--- config.mk ---
export PLATFORM = sky130hd
export DESIGN_NAME = mem_stage_flat
export DESIGN_NICKNAME = d
export VERILOG_FILES = /design/src/rtl/mem_stage.sv /design/src/rtl/mem_stage_if.sv /design/src/flat_wrapper.sv
export SDC_FILE = /design/constraint.sdc
export NUM_CORES = 1
export LEC_CHECK = 0
export ABC_AREA = 1
export BUFFER_PORTS_ARGS = -buffer_cell sky130_fd_sc_hd__buf_2
export CORE_AREA = 2 2 156 158
export CTS_CLUSTER_SIZE = 28
export DETAILED_ROUTE_END_ITERATION = 6
export DIE_AREA = 0 0 158 160
export PLACE_DENSITY = 0.59
export SETUP_SLACK_MARGIN = 0.4
export SLEW_MARGIN = 30
export SYNTH_ARGS = -nofsm -noshare
export SYNTH_HDL_FRONTEND = slang
export SYNTH_SLANG_ARGS = --single-unit
--- constraint.sdc ---
create_clock -name clk -period 1.4 [get_ports clk]
set_clock_uncertainty 0.05 [all_clocks]
set_input_delay 0.07 -clock clk [delete_from_list [all_inputs] [get_ports clk]]
set_output_delay 0.07 -clock clk [all_outputs]
set_load 0.01 [all_outputs]
--- src/rtl/mem_stage.sv ---
// MEM stage: aligns load/store requests onto dmem, tracks the
// single outstanding access and registers the MEM/WB payload.
package mem_pkg;
   typedef struct packed {
      logic [4:0] rd_s;
      logic       we_s;
      logic [1:0] sel_s;
   } wb_ctrl_t;

   typedef struct packed {
      logic        valid_s;
      logic [31:0] pc_s;
      logic [31:0] inst_s;
      logic [31:0] alu_out_s;
      logic [31:0] rs2_v_s;
      logic [2:0]  funct3_s;
      logic        mem_rd_s;
      logic        mem_wr_s;
      wb_ctrl_t    wb_ctrl_s;
   } ex_mem_stage_reg_t;

   typedef struct packed {
      logic        valid_s;
      logic [31:0] pc_s;
      logic [31:0] inst_s;
      logic [31:0] alu_out_s;
      logic [2:0]  funct3_s;
      wb_ctrl_t    wb_ctrl_s;
      logic [31:0] mem_addr_s;
      logic [3:0]  mem_rmask_s;
      logic [3:0]  mem_wmask_s;
      logic [31:0] mem_wdata_s;
   } mem_wb_stage_reg_t;
endpackage

module mem_stage
   import mem_pkg::*;
(
   input  logic              clk,
   input  logic              rst,
   input  logic              move,
   input  ex_mem_stage_reg_t ex_mem_reg,
   mem_stage_if.master       dmem,
   output logic              mem_stall,
   output mem_wb_stage_reg_t mem_wb_reg
);
   typedef enum logic {IDLE, PENDING} state_e;

   state_e            state_q, state_d;
   mem_wb_stage_reg_t mem_wb_q, mem_wb_d;
   logic [1:0]        a;
   logic [3:0]        mask, rmask, wmask;
   logic [31:0]       wdata_sh, wdata;
   logic              misal, issue;

   assign a = ex_mem_reg.alu_out_s[1:0];

   // funct3[1:0] encodes access size; sign bit only matters in WB
   always_comb begin
      mask     = 4'b0000;
      wdata_sh = ex_mem_reg.rs2_v_s;
      misal    = 1'b0;
      unique case (1'b1)
         (ex_mem_reg.funct3_s[1:0] == 2'b00): begin
            mask     = 4'b0001 << a;
            wdata_sh = ex_mem_reg.rs2_v_s << {a, 3'b000};
         end
         (ex_mem_reg.funct3_s[1:0] == 2'b01): begin
            mask     = 4'b0011 << {a[1], 1'b0};
            wdata_sh = ex_mem_reg.rs2_v_s << {a[1], 4'b0000};
            misal    = a[0];
         end
         default: begin
            mask  = 4'b1111;
            misal = (a != 2'b00);
         end
      endcase
   end

   assign issue = !rst && move && ex_mem_reg.valid_s && !misal
                  && (ex_mem_reg.mem_rd_s || ex_mem_reg.mem_wr_s);

   assign rmask = (issue && ex_mem_reg.mem_rd_s) ? mask : 4'b0000;
   assign wmask = (issue && !ex_mem_reg.mem_rd_s) ? mask : 4'b0000;
   assign wdata = (wmask != 4'b0000) ? wdata_sh : 32'h0;

   assign dmem.dmem_addr  = issue ? {ex_mem_reg.alu_out_s[31:2], 2'b00}
                                  : 32'h0;
   assign dmem.dmem_rmask = rmask;
   assign dmem.dmem_wmask = wmask;
   assign dmem.dmem_wdata = wdata;

   assign mem_stall  = !rst && (state_q == PENDING) && !dmem.dmem_resp;
   assign mem_wb_reg = mem_wb_q;

   always_comb begin
      state_d = state_q;
      unique case (state_q)
         IDLE:    if (issue) state_d = PENDING;
         PENDING: if (dmem.dmem_resp && !issue) state_d = IDLE;
         default: state_d = IDLE;
      endcase
   end

   always_comb begin
      mem_wb_d = mem_wb_q;
      if (move) begin
         mem_wb_d.valid_s     = ex_mem_reg.valid_s;
         mem_wb_d.pc_s        = ex_mem_reg.pc_s;
         mem_wb_d.inst_s      = ex_mem_reg.inst_s;
         mem_wb_d.alu_out_s   = ex_mem_reg.alu_out_s;
         mem_wb_d.funct3_s    = ex_mem_reg.funct3_s;
         mem_wb_d.wb_ctrl_s   = ex_mem_reg.wb_ctrl_s;
         mem_wb_d.mem_addr_s  = ex_mem_reg.alu_out_s;
         mem_wb_d.mem_rmask_s = rmask;
         mem_wb_d.mem_wmask_s = wmask;
         mem_wb_d.mem_wdata_s = wdata;
      end
   end

   always_ff @(posedge clk) begin
      if (rst) begin
         state_q  <= IDLE;
         mem_wb_q <= '0;
      end else begin
         state_q  <= state_d;
         mem_wb_q <= mem_wb_d;
      end
   end
endmodule

--- src/rtl/mem_stage_if.sv ---
// Data-memory request/response bus driven by the MEM stage.
interface mem_stage_if;
   logic [31:0] dmem_addr;
   logic [3:0]  dmem_rmask;
   logic [3:0]  dmem_wmask;
   logic [31:0] dmem_wdata;
   logic        dmem_resp;

   modport master (
      output dmem_addr, dmem_rmask, dmem_wmask, dmem_wdata,
      input  dmem_resp
   );

   modport slave (
      input  dmem_addr, dmem_rmask, dmem_wmask, dmem_wdata,
      output dmem_resp
   );
endinterface

--- src/flat_wrapper.sv ---
// flat-port wrapper written by rule: the top's interface ports become plain ports
module mem_stage_flat import mem_pkg::*;
  (clk, rst, move, ex_mem_reg, mem_stall, mem_wb_reg, dmem_dmem_addr, dmem_dmem_rmask, dmem_dmem_wmask, dmem_dmem_wdata, dmem_dmem_resp);
  mem_stage_if dmem_i ();
  input  logic clk;
  input  logic rst;
  input  logic move;
  input  ex_mem_stage_reg_t ex_mem_reg;
  output logic mem_stall;
  output mem_wb_stage_reg_t mem_wb_reg;
  output wire logic [$bits(dmem_i.dmem_addr)-1:0] dmem_dmem_addr;
  output wire logic [$bits(dmem_i.dmem_rmask)-1:0] dmem_dmem_rmask;
  output wire logic [$bits(dmem_i.dmem_wmask)-1:0] dmem_dmem_wmask;
  output wire logic [$bits(dmem_i.dmem_wdata)-1:0] dmem_dmem_wdata;
  input wire logic [$bits(dmem_i.dmem_resp)-1:0] dmem_dmem_resp;
  assign dmem_dmem_addr = dmem_i.dmem_addr;
  assign dmem_dmem_rmask = dmem_i.dmem_rmask;
  assign dmem_dmem_wmask = dmem_i.dmem_wmask;
  assign dmem_dmem_wdata = dmem_i.dmem_wdata;
  assign dmem_i.dmem_resp = dmem_dmem_resp;
  mem_stage u_core (.clk(clk), .rst(rst), .move(move), .ex_mem_reg(ex_mem_reg), .dmem(dmem_i), .mem_stall(mem_stall), .mem_wb_reg(mem_wb_reg));
endmodule
==> key figures <==
Floorplanning
  • Chip width: 158 µm
  • Num ports: 399
  • FP Rows: 57
  • Die Y: 160 µm
  • Die Area: 0.0253 mm²
  • Starting Density: 27.5%
  • Core area: 0.0238 mm²

Detailed routing
  • Via density: 4.54
  • Routed len/inst: 16.2 µm
  • DRC Markers: 0
  • Antenna-violating nets left: 0
  • Vias post-DR: 7951
  • Wire length on met2: 14.1 mm
  • Number of DRC markers in iteration 0: 495
  • WL met3: 2.09 mm
  • Max Used Layer: met4
  • Drt first pass iters: 5
  • Met1 Wirelength: 11.3 mm
  • Routed WL: 28.4 mm

Synthesis
  • Synth area leaders: dfxtp_1, nand2_1, a21oi_1
  • XOR/XNOR Fraction of Synth Area: 0%
  • Yosys top cell area share: 45.6%
  • Post-synth cell types: 25
  • Post-synth top area cell: dfxtp_1
  • Compound-Gate Fraction of Synth Area: 15.5%
  • Post-synthesis mux area share: 0%
  • Largest family of logic cells by synthesized area: simple AND/OR/NAND/NOR gates
  • Yosys warning count: 0
  • Netlist Area Pre-Place: 0.00655 mm²
  • Seq/Total Area, Yosys: 45.6%
  • Post-Synth Simple-Gate Area: 25.5%
  • Avg Cell Area, Syn: 7.16 µm²
  • Adder-cell share of the synthesized area: 0%
  • Post-Synthesis Cells: 914
  • FF+latch count, synth: 149

Power and ir drop
  • Power Dens Cells: 914 mW/mm²
  • Leakage power: 6.17 nW
  • Internal Power: 8.15 mW
  • Combinational share of power: 19.2%
  • NetSw: 3.32 mW
  • Clock power frac: 40.4%
  • VDD IR-drop max: 0.641 mV
  • Sw Ratio: 28.9%
  • Sequential Power Share: 40.4%

Global routing
  • Grt total ovfl: 0
  • Vias in the first global route: 7583
  • Largest net degree at the start of global routing: 77
  • Initial antenna violation count: 2
  • First-pass GRT wire length: 40.6 mm
  • Tot GR Track Use: 20.4%

Setup path
  • Crit. Startpoint: ex_mem_reg[45]
  • Worst path cell trace: buf_12 -> nand2_4 -> inv_2 -> nor2_4 -> nand3_4 -> buf_4 -> bufbuf_16 -> nor2_1 -> buf_2
  • Worst stage delay on the critical path: 0.28 ns
  • CP arrival: 1.23 ns
  • Crit-path max FO: 15
  • Critical path class: primary input to primary output
  • Crit path max-delay family: buffers and inverters
  • Crit path buffers/inverters: 5
  • CP max stage cell: bufbuf_16
  • R2r startpoint: u_core.state_q
  • Crit start category: primary input
  • Critical Path RT: 1.28 ns
  • Worst setup EP type: primary output

Placement
  • PortBufs: 396
  • GP Congestion: 0.859
  • Dpl cells: 1583
  • DPL Wire Length: 18.1 mm
  • Area after DPL: 0.00888 mm²
  • Worst slack, placed: 0.0170 ns

Clocking
  • H-tree Lvls: 4
  • Worst-Skew Late Latency: 0.41 ns
  • Sink Count: 149
  • Hold-fix buffers at CTS: 104
  • Worst-case clock buffer depth: 2
  • CTS Buf Count: 17
  • Clk root buf: clkbuf_16
  • Worst-path clk slew: 0.06 ns
  • CTS tree: yes

Cells and area
  • Proportion of layout cells with a drive suffix above 1: 51.8%
  • Synthesis-to-finish area growth: 91.7%
  • Max FFs per register: 148
  • Post-Layout Cell Count: 1753
  • Design area: 0.0126 mm²
  • Nets: 1560

Timing
  • Shortest period the worst path allows: 1.35 ns
  • Setup Viol. Count Final: 0
  • Fin. Hold Viols: 10
  • Fmax achieved: 0.738 GHz
  • RSZ-0062 raised after global routing: true
  • Min Hold Slack: -0.0938 ns
  • Final worst setup slack: 0.0457 ns
  • Final max-slew violation count: 0
  • Final Cycle Share: 96.7%

Hold path
  • Hold crit path type: primary input to flip-flop
  • HP Start: ex_mem_reg[17]

Job
  • Max cap viols: 0

Run status
  • Status: finished, violations left
  • Violated checks: hold timing
-- final timing paths --
check / slack (ns) / cells after the start / end
setup / recovery: 0.05 / 9 / dmem_dmem_addr[9]
setup reg to reg: 0.53 / 3 / u_core.state_q
hold / removal: -0.09 / 3 / u_core.mem_wb_reg[4]
hold reg to reg: 0.42 / 2 / u_core.mem_wb_reg[123]
-- per-layer routing --
layer | global-route usage, % | vias up
li1 | - | 3855
met1 | 23.4 | 3650
met2 | 36.0 | 378
met3 | 5.73 | 68
met4 | 7.21 | 0
met5 | 0 | -
-- logic make-up (layout without fill, tap and decap cells) --
group | Yosys count | count (layout)
compound gates | 175 | 175
buf+inv | 188 | 700
flops | 149 | 149
other cells | 1 | 4
simple gates | 401 | 401
-- worst register-to-register path: cells and delay by family, from the launching register on --
kind,cells,cell delay (ns)
simple gates,2,0.27
buf+inv,1,0.14
flops,1,0.30
-- Yosys cell counts --
master    count
nand2_1     279
dfxtp_1     149
a21oi_1     113
inv_1        91
nor2_1       69
buf_4        38
clkbuf_1     38
a211oi_1     33
nand3_1      33
o21ai_0      17
nand3_2      13
a21oi_2      10
buf_1         9
buf_2         5
inv_2         4
buf_6         3
nor2_2        2
a31oi_4       1
conb_1        1
nand2_2       1
nand2b_1      1
nand3_4       1
nor2_8        1
nor3b_1       1
o21ai_1       1
-- power groups by stage --
stage	sequential, mW	combinational [mW]	clock, mW
CTS	4.62	2.08	4.80
finish	4.63	2.20	4.64
global placement	4.63	1.53	0
floorplan	4.72	0.773	0
detailed placement	4.64	1.53	0
global route	4.65	2.37	4.95
-- area by class of cell --
cell class / instances / area, µm²
Fill cell: 2142 / 11300
Timing Repair Buffer: 573 / 5040
Sequential cell: 149 / 3210
Multi-Input combinational cell: 578 / 2950
Clock buffer: 18 / 429
Tap cell: 324 / 405
Inverter: 95 / 364
Clock inverter: 14 / 156
Antenna cell: 2 / 5.00
-- cell usage in the layout (no fill, tap or decap), types with 3 or more instances in the layout --
cell type,netlist,final
nand2_1,279,261
buf_6,3,201
buf_2,5,193
dfxtp_2,0,133
a21oi_1,113,113
dlygate4sd3_1,0,104
inv_1,91,66
nor2_1,69,61
buf_4,38,60
a211oi_1,33,33
nand3_1,33,28
inv_2,4,26
clkbuf_16,0,17
dfxtp_4,0,15
o21ai_0,17,14
buf_12,0,13
nand2_4,0,11
nand3_4,1,10
a21oi_2,10,10
nand3_2,13,9
nand2_2,1,8
nor2_2,2,6
inv_6,0,5
nor2_4,0,4
inv_4,0,3
o21ai_1,1,3
inv_8,0,3
-- what timing repair did --
item / in CTS / in global routing
pin swaps: 8 / 6
gates resized for setup: 357 / 100
buffers inserted: 10 / 19
setup endpoints to repair: 251 / 251
cloned: 2 / 1
hold endpoints to repair: 123 / 7
-- per-stage QoR --
step                      util (%)  setup TNS [ns]  power (mW)
final                         52.7               0        11.5
after detailed placement      37.3               0        6.17
after CTS                     50.5               0        11.5
after global placement        37.3               0        6.16
after global routing          52.7         -0.0229        12.0
after floorplan                  -               0        5.49
Power figures use the tool's default switching activity.
